File: config.mk
export PLATFORM = sky130hd
export DESIGN_NAME = cook_timer_ctrl
export DESIGN_NICKNAME = d
export VERILOG_FILES = /design/src/rtl/microondas_pkg.sv /design/src/rtl/cook_tick_gen.sv /design/src/rtl/cook_timer_ctrl.sv
export SDC_FILE = /design/constraint.sdc
export NUM_CORES = 1
export LEC_CHECK = 0
export BUFFER_PORTS_ARGS = -buffer_cell sky130_fd_sc_hd__buf_2
export CORE_MARGIN = 3
export CORE_UTILIZATION = 34
export DETAILED_ROUTE_END_ITERATION = 10
export HOLD_SLACK_MARGIN = 0.05
export RECOVER_POWER = 100
export SETUP_SLACK_MARGIN = 0.15
export SLEW_MARGIN = 20
export SYNTH_ARGS = -nofsm -noshare
export SYNTH_HDL_FRONTEND = slang
export SYNTH_SLANG_ARGS = --single-unit
File: constraint.sdc
create_clock -name clk -period 3.23 [get_ports clk]
set_input_delay 0.323 -clock clk [delete_from_list [all_inputs] [get_ports clk]]
set_output_delay 0.323 -clock clk [all_outputs]
set_load 0.01 [all_outputs]
File: src/rtl/microondas_pkg.sv
// Shared codes and limits for the microwave cook-time controller.
package microondas_pkg;

  localparam int STATE_W       = 3;
  localparam int BCD_W         = 4;
  localparam int BCD_MAX       = 9;
  localparam int SEC_TENS_MAX  = 5;
  localparam int QUICK_ADD_SEC = 30;
  localparam int SEC_PER_MIN   = 60;

  localparam logic [STATE_W-1:0] ST_IDLE    = 3'd0;
  localparam logic [STATE_W-1:0] ST_ENTRY   = 3'd1;
  localparam logic [STATE_W-1:0] ST_COOKING = 3'd2;
  localparam logic [STATE_W-1:0] ST_PAUSED  = 3'd3;
  localparam logic [STATE_W-1:0] ST_DONE    = 3'd4;

  typedef enum logic [STATE_W-1:0] {
    IDLE    = ST_IDLE,
    ENTRY   = ST_ENTRY,
    COOKING = ST_COOKING,
    PAUSED  = ST_PAUSED,
    DONE    = ST_DONE
  } state_e;

endpackage

File: src/rtl/cook_tick_gen.sv
// One-second tick prescaler: counts 0..TICKS_PER_SEC-1 while enabled, one-cycle tick on wrap.
module cook_tick_gen #(
  parameter int TICKS_PER_SEC = 8
) (
  input  logic clk,
  input  logic rst_n,
  input  logic en,
  input  logic clr,
  output logic tick
);

  localparam int PW = $clog2(TICKS_PER_SEC);
  localparam logic [PW-1:0] LAST = PW'(TICKS_PER_SEC - 1);

  logic [PW-1:0] cnt_q;

  always_ff @(posedge clk or negedge rst_n) begin
    if (!rst_n) begin
      cnt_q <= '0;
    end else if (clr) begin
      cnt_q <= '0;
    end else if (en) begin
      cnt_q <= (cnt_q == LAST) ? '0 : cnt_q + 1'b1;
    end
  end

  assign tick = en && !clr && (cnt_q == LAST);

endmodule

File: src/rtl/cook_timer_ctrl.sv
// Microwave cook-time controller: BCD MM:SS keypad entry, one-second countdown, magnetron and beeper.
// Optional build macro QUICK_START_EN enables the +30 s quick-start key behaviour.
module cook_timer_ctrl
  import microondas_pkg::*;
#(
  parameter int TICKS_PER_SEC = 8,
  parameter int BEEP_CYCLES   = 16
) (
  input  logic               clk,
  input  logic               rst_n,
  input  logic               key_valid,
  input  logic [BCD_W-1:0]   key_digit,
  input  logic               start,
  input  logic               stop,
  input  logic               door_open,
  output logic [BCD_W-1:0]   min_tens,
  output logic [BCD_W-1:0]   min_ones,
  output logic [BCD_W-1:0]   sec_tens,
  output logic [BCD_W-1:0]   sec_ones,
  output logic               magnetron_on,
  output logic               done_beep,
  output logic [STATE_W-1:0] state
);

  localparam int BW = $clog2(BEEP_CYCLES + 1);
  localparam logic [BW-1:0] BEEP_LAST = BW'(BEEP_CYCLES - 1);

  state_e        state_q, state_d;
  logic [15:0]   time_q, time_d;
  logic [BW-1:0] beep_q, beep_d;
  logic          pre_en, pre_clr, tick;
  logic          key_ok;
  logic [15:0]   cook_t;

  // Borrowing BCD decrement; never called with 00:00.
  function automatic logic [15:0] bcd_dec(input logic [15:0] t);
    logic [3:0] mt, mo, st, so;
    {mt, mo, st, so} = t;
    if (so != 4'd0) begin
      so = so - 4'd1;
    end else if (st != 4'd0) begin
      st = st - 4'd1;
      so = 4'(BCD_MAX);
    end else if (mo != 4'd0) begin
      mo = mo - 4'd1;
      st = 4'(SEC_TENS_MAX);
      so = 4'(BCD_MAX);
    end else begin
      mt = mt - 4'd1;
      mo = 4'(BCD_MAX);
      st = 4'(SEC_TENS_MAX);
      so = 4'(BCD_MAX);
    end
    return {mt, mo, st, so};
  endfunction

`ifdef QUICK_START_EN
  // Adds QUICK_ADD_SEC seconds, carrying into minutes and saturating at 99:59.
  function automatic logic [15:0] bcd_add_quick(input logic [15:0] t);
    logic [7:0] mins, secs;
    mins = 8'(t[15:12]) * 8'd10 + 8'(t[11:8]);
    secs = 8'(t[7:4]) * 8'd10 + 8'(t[3:0]);
    if (secs >= 8'(SEC_PER_MIN - QUICK_ADD_SEC)) begin
      secs = secs + 8'(QUICK_ADD_SEC) - 8'(SEC_PER_MIN);
      mins = mins + 8'd1;
    end else begin
      secs = secs + 8'(QUICK_ADD_SEC);
    end
    if (mins > 8'd99) begin
      return 16'h9959;
    end
    return {4'(mins / 8'd10), 4'(mins % 8'd10), 4'(secs / 8'd10), 4'(secs % 8'd10)};
  endfunction

  localparam logic [15:0] QUICK_LOAD = {8'h00, 4'(QUICK_ADD_SEC / 10), 4'(QUICK_ADD_SEC % 10)};
`endif

  cook_tick_gen #(
    .TICKS_PER_SEC(TICKS_PER_SEC)
  ) u_tick (
    .clk  (clk),
    .rst_n(rst_n),
    .en   (pre_en),
    .clr  (pre_clr),
    .tick (tick)
  );

  assign key_ok = key_valid && (key_digit <= 4'(BCD_MAX)) && !start && !stop;

  always_ff @(posedge clk or negedge rst_n) begin
    if (!rst_n) begin
      state_q <= IDLE;
      time_q  <= '0;
      beep_q  <= '0;
    end else begin
      state_q <= state_d;
      time_q  <= time_d;
      beep_q  <= beep_d;
    end
  end

  always_comb begin
    state_d = state_q;
    time_d  = time_q;
    beep_d  = '0;
    pre_en  = 1'b0;
    pre_clr = 1'b0;
    cook_t  = time_q;
    case (state_q)
      IDLE: begin
        if (stop) begin
          state_d = IDLE;
        end else if (start) begin
`ifdef QUICK_START_EN
          if (!door_open) begin
            state_d = COOKING;
            time_d  = QUICK_LOAD;
            pre_clr = 1'b1;
          end
`endif
        end else if (key_ok) begin
          time_d  = {time_q[11:0], key_digit};
          state_d = ENTRY;
        end
      end
      ENTRY: begin
        if (stop) begin
          state_d = IDLE;
          time_d  = '0;
        end else if (start) begin
          if (time_q == 16'h0000) begin
            state_d = IDLE;
          end else if (!door_open) begin
            state_d = COOKING;
            pre_clr = 1'b1;
          end
        end else if (key_ok) begin
          time_d = {time_q[11:0], key_digit};
        end
      end
      COOKING: begin
        // Pausing freezes the prescaler so the partial second resumes later.
        if (door_open || stop) begin
          state_d = PAUSED;
        end else begin
          pre_en = 1'b1;
          if (tick && time_q != 16'h0000) begin
            cook_t = bcd_dec(time_q);
          end
`ifdef QUICK_START_EN
          if (start) begin
            cook_t = bcd_add_quick(cook_t);
          end
`endif
          time_d = cook_t;
          if (tick && cook_t == 16'h0000) begin
            state_d = DONE;
          end
        end
      end
      PAUSED: begin
        if (stop) begin
          state_d = IDLE;
          time_d  = '0;
        end else if (start && !door_open) begin
          state_d = COOKING;
        end
      end
      DONE: begin
        if (stop || beep_q == BEEP_LAST) begin
          state_d = IDLE;
          time_d  = '0;
        end else begin
          beep_d = beep_q + 1'b1;
        end
      end
      default: begin
        state_d = IDLE;
        time_d  = '0;
      end
    endcase
  end

  assign {min_tens, min_ones, sec_tens, sec_ones} = time_q;
  assign magnetron_on = (state_q == COOKING);
  assign done_beep    = (state_q == DONE);
  assign state        = state_q;

endmodule

# After elaboration in Yosys (flattened, before gate mapping)
# Cells that the tools add are included.
totals:
  register_bits: 27
  input_bits: 10
  word_cells: 96
op_classes:
  addsub: 6
  n_lt_le_gt_ge: 1
  n_eq_ne: 16
  n_mux: 45
  n_reduce_logical: 24
ops:
  columns: ["operator", "count"]
  rows:
  - ["16-bit 2-to-1 mux", 10]
  - ["16-bit one-hot mux with 5 select lines", 1]
  - ["3-bit 2-to-1 mux", 15]
  - ["4-bit 2-to-1 mux", 9]
  - ["16-bit zero test", 2]
  - ["16-bit nonzero test", 1]
  - ["4-bit by 1-bit subtractor with 4-bit output, second input constant", 4]
  - ["3-bit one-hot mux with 5 select lines", 1]
  - ["3-bit != test, second input constant", 4]
  - ["4-bit nonzero test", 3]
  - ["5-bit 2-to-1 mux", 2]
  - ["1-bit logical AND", 8]
  - ["1-bit 2-to-1 mux", 7]
  - ["7-bit AND reduction", 1]
  - ["3-bit by 2-bit == test with 1-bit output, second input constant", 2]
  - ["3-bit == test, second input constant", 2]
  - ["2-bit != test, second input constant", 3]
  - ["5-bit by 1-bit adder with 5-bit output, second input constant", 1]
  - ["5-bit by 4-bit == test with 1-bit output, second input constant", 1]
  - ["4-bit <= comparator, second input constant", 1]
  - ["1-bit zero test", 4]
  - ["4-bit != test, second input constant", 1]
  - ["4-bit AND reduction", 1]
  - ["3-bit by 1-bit adder with 3-bit output, second input constant", 1]
  - ["other kinds (6)", 7]

# Logic depth before layout (Yosys ltp)
# Gate-level depths: netlist of run 1.
logic_depth:
  depth_word: 17
  ltp_mapped: 9
  mapped_depth_nobuf: 9

# Modules after synthesis
# Synthesis of run 1 repeated with hierarchy kept, for this count alone.
hier_totals:
  hier_cells: 251
  area_unflattened_um2: 2113.3
modules_own_cells:
  columns: ["mod", "instances", "cells_per_inst", "area_each_um2"]
  rows:
  - ["cook_timer_ctrl", 1, 237, 1948.1]
  - ["cook_tick_gen", 1, 14, 165.2]

# Worst setup path before layout of run 1
# Ideal clock, no wire load.
synth_path:
  path_kind: "flip-flop to flip-flop"
  startpoint: "register time_q[4]"
  endpoint: "register state_q[2] (netlist: state[2])"
  setup_ns: 0.065
  arrival_ns: 2.446
  required_ns: 3.165
  path_slack_ns: 0.718
  path_stages_with_launch: 9
  n_path_buf: 2
  cell_sequence: "dfrtp_1 > buf_2 > or4_4 > or4b_4 > buf_6 > o31ai_1 > nand2_1 > nor4_2 > o22a_1"
synth_via:
  elab_chain_cells: 16
synth_rtl:
  columns: ["element", "line_no", "rtl"]
  rows:
  - ["start: declaration", "cook_timer_ctrl.sv:29", "logic [15:0] time_q, time_d;"]
  - ["start signal: assignment", "cook_timer_ctrl.sv:97", "time_q <= time_d;"]
  - ["16-bit zero test", "cook_timer_ctrl.sv:131", "if (time_q == 16'h0000) begin"]
  - ["1-bit 2-to-1 mux", "cook_timer_ctrl.sv:131", null]
  - ["1-bit 2-to-1 mux", "cook_timer_ctrl.sv:130", "end else if (start) begin"]
  - ["1-bit 2-to-1 mux", "cook_timer_ctrl.sv:127", "if (stop) begin"]
  - ["1-bit 2-to-1 mux", "cook_timer_ctrl.sv:109", "case (state_q)"]
  - ["1-bit zero test", "cook_tick_gen.sv:27", "assign tick = en && !clr && (cnt_q == LAST);"]
  - ["1-bit logical AND (2 in series)", "cook_tick_gen.sv:27", null]
  - ["1-bit logical AND", "cook_timer_ctrl.sv:147", "if (tick && time_q != 16'h0000) begin"]
  - ["16-bit 2-to-1 mux", "cook_timer_ctrl.sv:147", null]
  - ["16-bit 2-to-1 mux", "cook_timer_ctrl.sv:143", "if (door_open || stop) begin"]
  - ["16-bit 2-to-1 mux", "cook_timer_ctrl.sv:109", null]
  - ["16-bit zero test", "cook_timer_ctrl.sv:156", "if (tick && cook_t == 16'h0000) begin"]
  - ["1-bit logical AND", "cook_timer_ctrl.sv:156", null]
  - ["3-bit by 1-bit != test with 1-bit output (no source line)", null, null]
  - ["7-bit AND reduction (no source line)", null, null]
  - ["end signal: assignment", "cook_timer_ctrl.sv:96", "state_q <= state_d;"]
  - ["end: declaration", "cook_timer_ctrl.sv:28", "state_e state_q, state_d;"]
# Several ways; a longest one is shown, not always the timed one. The select of a mux whose other input is x is not followed.
# A chain may end at the register's enable or synchronous reset.

# Final worst setup path of run 1
layout_path:
  startpoint: "register state_q[2] (netlist: state[2])"
  endpoint: "register state_q[2] (netlist: state[2])"
layout_via:
  elab_chain_cells: 13
layout_rtl:
  columns: ["element", "line_no"]
  rows:
  - ["3-bit by 1-bit == test with 1-bit output", "cook_timer_ctrl.sv:109"]
  - ["1-bit 2-to-1 mux", "cook_timer_ctrl.sv:109"]
  - ["1-bit zero test", "cook_tick_gen.sv:27"]
  - ["1-bit logical AND (2 in series)", "cook_tick_gen.sv:27"]
  - ["1-bit logical AND", "cook_timer_ctrl.sv:147"]
  - ["16-bit 2-to-1 mux", "cook_timer_ctrl.sv:147"]
  - ["16-bit 2-to-1 mux", "cook_timer_ctrl.sv:143"]
  - ["16-bit 2-to-1 mux", "cook_timer_ctrl.sv:109"]
  - ["16-bit zero test", "cook_timer_ctrl.sv:156"]
  - ["1-bit logical AND", "cook_timer_ctrl.sv:156"]
  - ["3-bit by 1-bit != test with 1-bit output (no source line)", null]
  - ["7-bit AND reduction (no source line)", null]
# Several ways; a longest one is shown, not always the timed one. The select of a mux whose other input is x is not followed.

==> results of run 1 <==
-- per-stage QoR --
stage,setup slack [ns],hold WS (ns)
floorplan,0.718,0.0274
global placement,0.673,0.384
detailed placement,0.585,0.390
CTS,0.552,0.0851
global route,0.220,0.282
finish,0.444,0.277
-- cells in the final DEF (no fill, tap or decap), types with 2 or more instances in the layout --
master / synthesis / routed
o31a_1: 2 / 2
or2_2: 4 / 4
ha_1: 6 / 6
nor3_1: 8 / 8
buf_2: 2 / 12
dfrtp_1: 27 / 27
clkbuf_1: 11 / 23
nor2_1: 27 / 27
nor4_1: 4 / 5
a21o_1: 2 / 2
clkbuf_8: 0 / 3
o21bai_1: 2 / 2
or4_1: 3 / 3
o21ai_0: 26 / 26
o31ai_1: 2 / 2
nor3b_1: 2 / 2
o22ai_1: 3 / 3
or4_4: 2 / 2
buf_4: 0 / 4
nand3_1: 6 / 6
nand2_1: 17 / 17
a21oi_1: 12 / 12
a31oi_1: 3 / 3
and3_1: 2 / 2
nand3b_1: 2 / 2
o22a_1: 2 / 2
nor2b_1: 3 / 3
a22o_1: 8 / 8
mux2i_1: 14 / 14
inv_1: 9 / 10
-- worst paths after layout --
check | to | depth (start not counted)
max reg2reg | state[2] | 6
min reg2reg | beep_q[0] | 1
min | time_q[0] | 3
min in group asynchronous | time_q[15] | 1
max in group asynchronous | time_q[2] | 1
max | state[2] | 6
-- kinds of logic after synthesis --
family,Yosys count
flip-flops,27
adder cells (fa/ha/maj),6
XOR/XNOR,2
AO/OA/AOI/OAI,73
multiplexers,15
AND/OR/NAND/NOR,90
buffers and inverters,25
-- power by group through the flow --
stage | Sequential, W | Clock (W) | Combinational (W)
2_1_floorplan | 0.000453 | 0 | 0.000371
3_3_place_gp | 0.000453 | 0 | 0.000570
3_5_place_dp | 0.000458 | 0 | 0.000564
4_1_cts | 0.000450 | 0.000207 | 0.000568
5_1_grt | 0.000463 | 0.000222 | 0.000592
6_report | 0.000452 | 0.000199 | 0.000534
-- sequential cells by signal (all words and copies together), names as in the netlist --
register / flops
beep_q: 5
time_q: 16
state: 3
u_tick.cnt_q: 3
-- worst min-delay path, delay by kind of cell --
| kind | cells | cell delay (ns) |
|---|---|---|
| AO/OA/AOI/OAI | 1 | 0.08 |
| buffers and inverters | 1 | 0.08 |
| AND/OR/NAND/NOR | 1 | 0.04 |
-- cell type report --
| cell class | count | share of cell area |
|---|---|---|
| tap | 72 | 0.0406 |
| clock buffer | 3 | 0.0186 |
| sequential | 27 | 0.304 |
| timing repair buffer | 39 | 0.0795 |
| clock inverter | 1 | 0.00225 |
| multi-input combinational | 186 | 0.538 |
| inverter | 10 | 0.0169 |
-- per-layer routing --
| metal | vias to the layer above | GRT usage |
|---|---|---|
| met5 | - | 0 |
| met4 | 0 | 0.0507 |
| met3 | 4 | 0.0206 |
| met2 | 54 | 0.268 |
| met1 | 906 | 0.264 |
| li1 | 938 | - |
==> results.py, run 1 <==
metrics = {
    "outcome": {
        "run_status": "finished with violations",
        "violations": "capacitance limit, slew limit",
    },
    "yosys": {
        "ys_async_sr_fraction": 1.00,
        "yosysSeqAreaShare": 0.339,
        "ys_warn_count": 0,
        "synth_compound_area_frac": 0.238,
        "synthCells": 238,
        "synth_top_cell_area_share": 0.339,
        "synthTopCellsByCount": "dfrtp_1, nor2_1, o21ai_0",
        "ys_types": 53,
        "ys.flop_type": "dfrtp_1",
        "synth_top_family_by_area": "simple AND/OR/NAND/NOR gates",
        "postSynthAreaPerCell_um2": 8.36,
        "syn_nets": 254,
        "synthSimpleGateAreaFrac": 0.244,
        "muxShareOfSynthArea": 0.0761,
        "synth-xor-area-share": 0.00880,
        "synth_fa_ha_area_frac": 0.0377,
        "yosys.area.top_type": "dfrtp_1",
        "synth_edf_count": 0,
        "ys_seq_elements": 27,
        "synthTopCellsByArea": "dfrtp_1, mux2i_1, o21ai_0, nor2_1, ha_1",
        "syn_area_um2": 1990,
    },
    "min_path": {
        "min_from": "key_digit[0]",
        "hold_class": "in2reg",
    },
    "cts": {
        "root_buffer": "clkbuf_8",
        "tritoncts": "done",
        "insertion_delay_ns": 0.27,
        "clock_path_buffers": 2,
        "h-tree-depth": 1,
        "clock-sinks": 27,
        "post_cts_buffers": 0,
        "clkTransAtPathRegs_ns": 0.10,
        "cts_hold_buf": 0,
        "post_cts_resized": 0,
        "numCtsBuffers": 3,
    },
    "floorplanning": {
        "die_w_um": 82.5,
        "fp-row-count": 27,
        "core-area_um2": 5570,
        "io-pin-count": 31,
        "dieArea_um2": 6810,
        "die_y_um": 82.5,
        "start_util": 0.357,
    },
    "timing": {
        "fmax_mhz": 359,
        "slew_violations": 28,
        "post-route-period-util": 0.862,
        "worst_pin_slew_ns": 1.54,
        "tns_ns": 0,
        "rsz0062_at_grt": "false",
        "slew_headroom": -0.0234,
        "setup_viol": 0,
        "final_hold_viol_count": 0,
        "min_period_ns": 2.79,
        "clock_skew_ns": 0.00389,
    },
    "route": {
        "vias_per_cell": 5.63,
        "route.antenna.remaining_nets": 0,
        "drc": 0,
        "wl_per_cell_um": 16.2,
        "vias": 1902,
        "m1WireLength_mm": 2.65,
        "wirelength_mm": 5.48,
        "wl_met3_um": 280,
        "dr.max_layer_used": "met4",
        "drtIter0Drc": 195,
        "first_pass_iters": 4,
        "met2_length_mm": 2.49,
    },
    "setup_path": {
        "slowest_stage": "or4b_1",
        "max_stage_delay_ns": 0.74,
        "critical_path.max_fanout": 13,
        "worstPathCellList": "or3b_1, or4b_1, nor2_2, a21oi_1, nor4_2, o22a_1",
        "crit_buf_inv": 0,
        "cpLargestDelayFamily": "simple AND/OR/NAND/NOR gates",
        "start_kind": "flip-flop",
        "endpoint_kind": "flip-flop",
        "crit_required_ns": 3.45,
        "r2r-start": "state[2]",
        "arrival_ns": 3.00,
        "regToRegSetupSlack_ns": 0.44,
        "cp-startpoint": "state[2]",
        "crit_type": "reg2reg",
    },
    "global_route": {
        "overflow": 0,
        "antenna_found_initial": 0,
        "track_usage": 0.177,
        "grt_max_degree": 28,
        "grt_pass1_wl_mm": 9.27,
        "grt_pass1_vias": 1803,
    },
    "final_layout": {
        "fill_cells": 598,
        "fin_cells": 338,
        "area_growth_pct": 11.5,
        "multi_input_area_um2": 1190,
        "drive_gt1_frac": 0.113,
        "fin_area_um2": 2220,
        "nets": 283,
        "regArea_um2": 676,
        "fin_util": 0.398,
        "antenna_cells": 0,
    },
    "power_and_ir_drop": {
        "p_switching_w": 0.000504,
        "pwr-share-clk": 0.168,
        "ir_drop_mv": 0.231,
        "finalPower_w": 0.00118,
        "p_leak_nw": 0.941,
        "pwr-share-comb": 0.451,
        "power_frac_seq": 0.382,
        "intPower_w": 0.000680,
        "p_per_area_nw_per_um2": 533,
        "p_sw_frac": 0.426,
    },
    "place": {
        "dp_hpwl_mm": 3.99,
        "gp_congestion": 0.936,
        "dp.cells": 334,
        "placed_cell_area_um2": 2220,
        "numPortBuffers": 30,
    },
    "run": {
        "cap_violations": 1,
    },
}
(Power assumes the default switching activity.)
==> run 2, diff against run 1 <==
CORE_UTILIZATION = 40   (was 34)
==> run 2 against run 1 <==
- the run still ends with capacitance limit, slew limit left
- setup slack improved by 0.017 ns
- power barely moved
- critical path depth did not move
- register-to-register slack improved by 0.02 ns
- critical endpoint unchanged
- largest power group unchanged
==> results.py, run 2 (same netlist as run 1, synthesis figures left out) <==
metrics = {
    "outcome": {
        "run_status": "finished with violations",
        "violations": "capacitance limit, slew limit",
    },
    "setup_path": {
        "max_stage_delay_ns": 0.67,
        "start_kind": "flip-flop",
        "slowest_stage": "or4b_1",
        "worstPathCellList": "or4_4, or4b_1, nor2_2, a21oi_1, nor4_2, o22a_1",
        "arrival_ns": 2.99,
        "crit_type": "reg2reg",
        "endpoint_kind": "flip-flop",
        "crit_required_ns": 3.46,
        "critical_path.max_fanout": 10,
    },
    "place": {
        "dp.cells": 329,
        "numPortBuffers": 30,
        "dp_hpwl_mm": 3.86,
        "gp_congestion": 0.924,
    },
    "cts": {
        "tritoncts": "done",
        "clkTransAtPathRegs_ns": 0.10,
        "clock-sinks": 27,
        "cts_hold_buf": 0,
        "post_cts_resized": 0,
        "h-tree-depth": 1,
        "numCtsBuffers": 3,
        "post_cts_buffers": 0,
        "root_buffer": "clkbuf_8",
        "insertion_delay_ns": 0.28,
        "clock_path_buffers": 2,
    },
    "timing": {
        "tns_ns": 0,
        "holdWs_ns": 0.274,
        "rsz0062_at_grt": "false",
        "fmax_mhz": 361,
        "clock_skew_ns": 0.00241,
        "setup_viol": 0,
        "final_hold_viol_count": 0,
        "slew_violations": 28,
        "min_period_ns": 2.77,
        "post-route-period-util": 0.857,
        "slew_headroom": -0.0140,
        "worst_pin_slew_ns": 1.52,
    },
    "final_layout": {
        "fin_cells": 333,
        "largest_register_ffs": 16,
        "fill_cells": 502,
        "top_regs": "time_q x16, beep_q x5",
        "antenna_cells": 0,
        "mostFrequentLayoutCells": "nor2_1, dfrtp_1, o21ai_0",
        "nets": 283,
        "area_growth_pct": 11.0,
        "drive_gt1_frac": 0.109,
        "regMostFlops": "time_q",
    },
    "route": {
        "first_pass_iters": 4,
        "vias_per_cell": 5.71,
        "drtIter0Drc": 109,
        "wirelength_mm": 5.42,
        "drc": 0,
        "route.antenna.remaining_nets": 0,
        "wl_per_cell_um": 16.3,
        "vias": 1900,
    },
    "power_and_ir_drop": {
        "p_sw_frac": 0.434,
        "p_leak_nw": 0.933,
        "pwr-share-comb": 0.440,
        "p_per_area_nw_per_um2": 536,
        "intPower_w": 0.000671,
        "finalPower_w": 0.00118,
        "pwr-share-clk": 0.174,
        "p_switching_w": 0.000514,
        "power_frac_seq": 0.385,
        "ir_drop_mv": 0.262,
    },
    "floorplanning": {
        "fp-row-count": 25,
        "die_y_um": 76.5,
        "start_util": 0.419,
        "die_w_um": 76.5,
        "io-pin-count": 31,
        "core-area_um2": 4750,
        "dieArea_um2": 5860,
    },
    "global_route": {
        "grt_pass1_wl_mm": 9.18,
        "track_usage": 0.189,
        "antenna_found_initial": 0,
        "overflow": 0,
        "grt_pass1_vias": 1825,
        "grt_max_degree": 28,
    },
    "min_path": {
        "hold_class": "in2reg",
    },
    "run": {
        "cap_violations": 1,
    },
}
run 2: worst paths after layout:
check / from / to / slack [ns] / cells after the start
setup / recovery: time_q[4] / state[2] / 0.46 / 6
hold / removal: key_digit[1] / time_q[1] / 0.27 / 3
setup reg to reg: time_q[4] / state[2] / 0.46 / 6
hold reg to reg: beep_q[0] / beep_q[0] / 0.46 / 1
max in group asynchronous: rst_n / time_q[2] / 1.96 / 1
min in group asynchronous: rst_n / time_q[15] / 0.40 / 1
run 2: metrics by stage:
stage	cell area (um^2)	util	setup slack (ns)
6_report	2210	0.465	0.462
5_1_grt	2210	0.465	0.274
2_1_floorplan	1990	-	0.718
3_3_place_gp	2220	0.467	0.663
4_1_cts	2270	0.477	0.589
3_5_place_dp	2220	0.467	0.622
run 2: per-layer routing:
| metal | up-vias | GRT usage | share of wire |
|---|---|---|---|
| met1 | 901 | 0.278 | 0.49 |
| met4 | 0 | 0.0507 | 0.014 |
| met5 | - | 0 | 0 |
| met3 | 6 | 0.0225 | 0.052 |
| li1 | 938 | - | - |
| met2 | 55 | 0.292 | 0.44 |
run 2: cell type report:
class,instances,area (um^2),area share
timing repair buffer,39,170,0.0770
clock inverter,1,7.51,0.00340
tap,67,83.8,0.0379
inverter,10,37.5,0.0170
sequential,27,676,0.306
clock buffer,3,41.3,0.0187
multi-input combinational,186,1190,0.540
run 2: power by group through the flow:
stage               Combinational, W  Clock (W)  Sequential (W)
floorplan                   0.000371          0        0.000453
global placement            0.000563          0        0.000453
detailed placement          0.000557          0        0.000460
CTS                         0.000559   0.000212        0.000454
global route                0.000574   0.000226        0.000467
finish                      0.000522   0.000207        0.000456
run 2: worst max-delay path, delay by kind of cell, from the launching register on:
family          cells  cell delay, ns
flops               1            0.51
simple gates        4            1.88
compound gates      2            0.33
